**config.mk**
```make
export PLATFORM = sky130hd
export DESIGN_NAME = vga_plot_writer
export DESIGN_NICKNAME = d
export VERILOG_FILES = /design/src/rtl/vga_plot_pkg.sv /design/src/rtl/vga_addr_calc.sv /design/src/rtl/vga_plot_writer.sv
export SDC_FILE = /design/constraint.sdc
export NUM_CORES = 1
export LEC_CHECK = 0
export ABC_AREA = 1
export BUFFER_PORTS_ARGS = -buffer_cell sky130_fd_sc_hd__buf_2
export CORE_ASPECT_RATIO = 0.5
export CORE_MARGIN = 3
export CORE_UTILIZATION = 42
export DETAILED_ROUTE_END_ITERATION = 6
export GPL_TIMING_DRIVEN = 1
export PLACE_DENSITY = 0.72
export SLEW_MARGIN = 20
export SYNTH_ARGS = -nofsm -noshare
export SYNTH_HDL_FRONTEND = slang
export SYNTH_SLANG_ARGS = --single-unit
```
**constraint.sdc**
```tcl
create_clock -name clk -period 1.7 [get_ports clk]
set_clock_uncertainty 0.1 [all_clocks]
set_input_delay 0.085 -clock clk [delete_from_list [all_inputs] [get_ports clk]]
set_output_delay 0.085 -clock clk [all_outputs]
set_load 0.01 [all_outputs]
```
**src/rtl/vga_plot_pkg.sv**
```systemverilog
// vga_plot_pkg: frame-buffer geometry, bus widths and FSM state encoding for vga_plot_writer
package vga_plot_pkg;
  localparam int FB_W = 160;
  localparam int FB_H = 120;
  localparam int FB_DEPTH = FB_W * FB_H;
  localparam int ADDR_W = 15;
  localparam int COLOR_W = 12;
  typedef enum logic [1:0] {IDLE, CLEAR, DRAW, FLUSH} state_t;
endpackage

```
**src/rtl/vga_addr_calc.sv**
```systemverilog
// vga_addr_calc: registered y*FB_W+x address stage with clipping of rows y >= FB_H
// ports: x_in/y_in/data_in/valid_in sample in; addr/data/we registered frame-buffer write out
module vga_addr_calc import vga_plot_pkg::*; #(
  parameter int FB_W = vga_plot_pkg::FB_W,
  parameter int FB_H = vga_plot_pkg::FB_H
) (
  input  logic               clk,
  input  logic               resetn,
  input  logic [7:0]         x_in,
  input  logic [7:0]         y_in,
  input  logic [COLOR_W-1:0] data_in,
  input  logic               valid_in,
  output logic [ADDR_W-1:0]  addr,
  output logic [COLOR_W-1:0] data,
  output logic               we
);
  logic [ADDR_W-1:0] addr_d, addr_q;
  logic [COLOR_W-1:0] data_d, data_q;
  logic we_d, we_q;
  always_comb begin
    addr_d = ADDR_W'(y_in) * ADDR_W'(FB_W) + ADDR_W'(x_in);
    data_d = data_in;
    we_d = valid_in && y_in < 8'(FB_H);
  end
  always_ff @(posedge clk or negedge resetn)
    if (!resetn) begin
      addr_q <= '0;
      data_q <= '0;
      we_q <= 1'b0;
    end else begin
      addr_q <= addr_d;
      data_q <= data_d;
      we_q <= we_d;
    end
  assign addr = addr_q;
  assign data = data_q;
  assign we = we_q;
endmodule

```
**src/rtl/vga_plot_writer.sv**
```systemverilog
// vga_plot_writer: turns one generator sweep into frame-buffer writes, optionally clearing first
// ports: start/bg_* request side; gen_* sine-trace generator handshake; fb_* write port;
//        busy/frame_done status. Optional clear phase: define VGA_PLOT_CLEAR_EN.
module vga_plot_writer import vga_plot_pkg::*; #(
  parameter int FB_W = vga_plot_pkg::FB_W,
  parameter int FB_H = vga_plot_pkg::FB_H,
  parameter int ROM_LAT = 1,
  parameter logic [COLOR_W-1:0] BG_COLOR = '0
) (
  input  logic               clk,
  input  logic               resetn,
  input  logic               start,
  input  logic [COLOR_W-1:0] bg_color,
  input  logic               bg_sel,
  input  logic [7:0]         gen_x,
  input  logic [7:0]         gen_y,
  input  logic [COLOR_W-1:0] gen_color,
  input  logic               gen_done,
  output logic               gen_enable,
  output logic               gen_reset,
  output logic [ADDR_W-1:0]  fb_addr,
  output logic [COLOR_W-1:0] fb_data,
  output logic               fb_we,
  output logic               busy,
  output logic               frame_done
);
  state_t state_q, state_d;
  logic [1:0] fl_q, fl_d;
  logic [ROM_LAT-1:0][7:0] px_q, px_d;
  logic [ROM_LAT-1:0] pv_q, pv_d;
  logic [ADDR_W-1:0] a_addr;
  logic [COLOR_W-1:0] a_data;
  logic a_we;
`ifdef VGA_PLOT_CLEAR_EN
  logic [ADDR_W-1:0] clr_q, clr_d;
  logic [COLOR_W-1:0] bg_q, bg_d;
`endif
  always_comb begin
    state_d = state_q;
    fl_d = fl_q;
    // shift in the column each cycle so it lines up with the ROM row ROM_LAT cycles later
    px_d = (ROM_LAT*8)'({px_q, gen_x});
    pv_d = ROM_LAT'({pv_q, state_q == DRAW});
`ifdef VGA_PLOT_CLEAR_EN
    clr_d = clr_q;
    bg_d = bg_q;
`endif
    case (state_q)
      IDLE: if (start) begin
`ifdef VGA_PLOT_CLEAR_EN
        state_d = CLEAR;
        clr_d = '0;
        bg_d = bg_sel ? bg_color : BG_COLOR;
`else
        state_d = DRAW;
`endif
      end
`ifdef VGA_PLOT_CLEAR_EN
      CLEAR: begin
        clr_d = clr_q + 1'b1;
        if (clr_q == ADDR_W'(FB_W * FB_H - 1)) begin
          state_d = DRAW;
          clr_d = '0;
        end
      end
`endif
      DRAW: if (gen_done) begin
        state_d = FLUSH;
        fl_d = '0;
      end
      FLUSH: begin
        fl_d = fl_q + 1'b1;
        if (fl_q == 2'(ROM_LAT)) state_d = IDLE;
      end
      default: state_d = IDLE;
    endcase
  end
  always_ff @(posedge clk or negedge resetn)
    if (!resetn) begin
      state_q <= IDLE;
      fl_q <= '0;
      px_q <= '0;
      pv_q <= '0;
`ifdef VGA_PLOT_CLEAR_EN
      clr_q <= '0;
      bg_q <= '0;
`endif
    end else begin
      state_q <= state_d;
      fl_q <= fl_d;
      px_q <= px_d;
      pv_q <= pv_d;
`ifdef VGA_PLOT_CLEAR_EN
      clr_q <= clr_d;
      bg_q <= bg_d;
`endif
    end
  vga_addr_calc #(.FB_W(FB_W), .FB_H(FB_H)) u_addr (
    .clk(clk),
    .resetn(resetn),
    .x_in(px_q[ROM_LAT-1]),
    .y_in(gen_y),
    .data_in(gen_color),
    .valid_in(pv_q[ROM_LAT-1]),
    .addr(a_addr),
    .data(a_data),
    .we(a_we)
  );
  assign busy = state_q != IDLE;
  assign gen_enable = state_q == DRAW;
  // the last flush cycle coincides with the final sample leaving the address stage
  assign frame_done = state_q == FLUSH && fl_q == 2'(ROM_LAT);
`ifdef VGA_PLOT_CLEAR_EN
  // the pipeline is empty throughout CLEAR, so the clear writes simply take over the port
  assign gen_reset = state_q == CLEAR;
  assign fb_addr = gen_reset ? clr_q : a_addr;
  assign fb_data = gen_reset ? bg_q : a_data;
  assign fb_we = gen_reset | a_we;
`else
  logic unused_bg;
  assign unused_bg = ^{bg_color, bg_sel, BG_COLOR};
  assign gen_reset = state_q == IDLE && start;
  assign fb_addr = a_addr;
  assign fb_data = a_data;
  assign fb_we = a_we;
`endif
endmodule

```
==> flow_metrics.py <==
metrics = {
    "status": {
        "run_status": "complete, but fails checks",
        "violations": "negative setup slack",
    },
    "sta": {
        "max_freq_mhz": 568,
        "post-route-worst-setup-slack_ns": -0.0605,
        "maxSlewHeadroom": 0.678,
        "rsz0062_at_grt": "true",
        "holdWs_ns": 0.0352,
        "max_slew.worst_pin.slew_ns": 0.483,
        "setup_viol": 2,
        "hold_violations": 0,
        "min_period_over_period": 1.04,
        "maxSlewViolCount": 0,
        "period_minus_slack_ns": 1.76,
    },
    "final_layout": {
        "n_antenna_cell": 0,
        "nNetsFinal": 332,
        "utilization": 0.739,
        "final_layout_size_suffix_gt1_frac": 0.419,
        "finish.instance_area_um2": 2750,
        "synthToLayoutAreaGrowth_pct": 56.8,
    },
    "synthesis": {
        "synthAdderAreaFrac": 0.137,
        "post-synth-top-count-cell": "dfrtp_1",
        "synth_area_leaders": "dfrtp_1, ha_1, nand2_1",
        "syn_inst": 155,
        "avgSynthCellArea_um2": 11.3,
        "async_flop_share": 1.00,
        "yosysTopAreaCell": "dfrtp_1",
        "synth_edf_count": 0,
        "syn_area_um2": 1750,
        "synth.mux.area_fraction": 0,
        "synthesis.nets": 218,
        "yosys_most_used_dff": "dfrtp_1",
        "synth_xor_area_frac": 0.0536,
        "seq_area_frac_synth": 0.586,
        "yosys-top-cells-count": "dfrtp_1, nand2_1, inv_1",
        "synth_top_area_share": 0.586,
        "synth_top_family_by_area": "simple AND/OR/NAND/NOR gates",
        "synth-simple-area-share": 0.145,
        "ys_warn_count": 0,
        "ys_ff_latch": 41,
        "synth_compound_area_frac": 0.0307,
        "yosysUniqueCellTypes": 20,
    },
    "floorplan": {
        "io-pin-count": 77,
        "core_um2": 3720,
        "die_h_um": 51.7,
        "die_w_um": 97.3,
        "dieArea_um2": 5030,
        "rows": 15,
        "start_util": 0.471,
    },
    "global_routing": {
        "grt_usage": 0.166,
        "grt_pass1_vias": 1437,
        "antenna_found_initial": 0,
        "grt_pass1_wl_mm": 6.52,
        "grt_max_degree": 42,
        "gr-total-overflow": 0,
    },
    "routing": {
        "vias_per_cell": 4.34,
        "first_pass_iters": 4,
        "drt-total-wl_mm": 3.88,
        "wire_per_inst_um": 12.1,
        "vias": 1392,
        "drt_iter0_drc": 40,
        "drc": 0,
        "detail-route-antenna-nets": 0,
    },
    "critical_path": {
        "cp_max_fo": 2,
        "crit_chain": "ha_2 -> inv_2 -> fa_2 -> o21ai_4 -> nand3_2 -> nor2_2 -> nand2_1 -> xnor2_1",
        "start_kind": "register",
        "crit_arrival_ns": 1.84,
        "cp_top_family": "adder cells",
        "path_buf_inv": 1,
        "worstSetupPathType": "reg2reg",
        "cp-end-kind": "register",
        "slowest_stage": "fa_2",
        "critPathMaxStageDelay_ns": 0.38,
        "crit_required_ns": 1.78,
    },
    "job": {
        "drv_cap": 0,
    },
    "clock_tree": {
        "clock_path_buffers": 2,
        "numCtsBuffers": 5,
        "clk_latency_ns": 0.29,
        "cts_root_buf": "clkbuf_8",
        "cts.clk_slew.worst_paths_ns": 0.08,
        "numClockSinks": 41,
        "htree_num_levels": 2,
        "cts_tree": "yes",
    },
    "placement": {
        "gp_congestion": 0.831,
        "dp_slack_ns": -0.337,
        "io_buffers": 63,
        "hpwl_mm": 2.69,
        "placed_area_um2": 2300,
    },
    "pwr": {
        "ir_worst_vdd_uv": 806,
        "power.total_w": 0.00292,
        "p_leak_nw": 1.42,
        "p_per_area_nw_per_um2": 1060,
    },
    "hold_path": {
        "hp-class": "in2reg",
    },
}
## metal layers
layer,part of all wire,GRT usage
met1,0.43,0.194
met2,0.51,0.306
met3,0.052,0.0428
met4,0.011,0.0552
met5,0,0
## repair_timing
action	4_1_cts	5_1_grt
pin swaps	13	6
resized for setup	10	6
setup endpoints to repair	3	4
hold buffers	24	0
buffers inserted	2	0
hold endpoints to repair	64	0
## cells in the final DEF, fill, tap and decap left out, drive strengths merged
cell and instances:
xnor2 3, nand2 32, a41oi 1, bufinv 2, buf 84, a21oi 4
nand4 4, clkbuf 5, o21ai 3, or2 1, dfrtp 41, xor2 6
dlygate4sd3 24, nor2 8, a31oi 1, fa 2, ha 16, inv 20
nand3 13
## final cells by class
class,instances,area (um2)
clock buffers,5,68.8
clock inverters,3,68.8
fillers,260,971
inverters,19,71.3
multi-input cells,94,717
flip-flops and latches,41,1030
well taps,51,63.8
repair buffers,108,729
## sequential cells by signal, summed over array words and instances (netlist names)
register,flops
u_addr.addr,15
u_addr.data,12
px_q,8
fl_q,2
state_q,2
pv_q,1
u_addr.we,1
## worst reg2reg max path, cell delays in order (launching register included)
cell and delay [ns]:
dfrtp_1 0.34, ha_2 0.18, inv_2 0.04, fa_2 0.38, o21ai_4 0.16, nand3_2 0.12, nor2_2 0.12, nand2_1 0.07
xnor2_1 0.13
## stage by stage
stage	instances	TNS (ns)
floorplan	155	-0.236
global placement	287	-0.963
detailed placement	287	-1.13
CTS	321	-0.0984
global route	321	-0.353
finish	321	-0.0910
## path summary, 6_finish.rpt
kind                            startpoint              end  slack [ns]  cells past startpoint
worst max-delay path               px_q[5]  u_addr.addr[13]       -0.06                      8
worst min-delay path              gen_y[6]        u_addr.we        0.04                      3
worst max register to register     px_q[5]  u_addr.addr[13]       -0.06                      8
worst min register to register     px_q[0]   u_addr.addr[0]        0.25                      0
max in group asynchronous           resetn   u_addr.addr[8]        0.88                      3
min in group asynchronous           resetn   u_addr.data[6]        0.28                      3
## logic make-up after synthesis
logic type | Yosys count
flip-flops | 41
XOR/XNOR | 9
adder cells (fa/ha/maj) | 18
buffers and inverters | 20
AO/OA/AOI/OAI | 9
AND/OR/NAND/NOR | 58
## power by group
group          internal (W)  switching (W)  total, W
Combinational      0.000380       0.000424  0.000805
Sequential          0.00112      0.0000637   0.00119
Clock              0.000591       0.000340  0.000931
Total               0.00209       0.000828   0.00292
(Power assumes the default switching activity.)
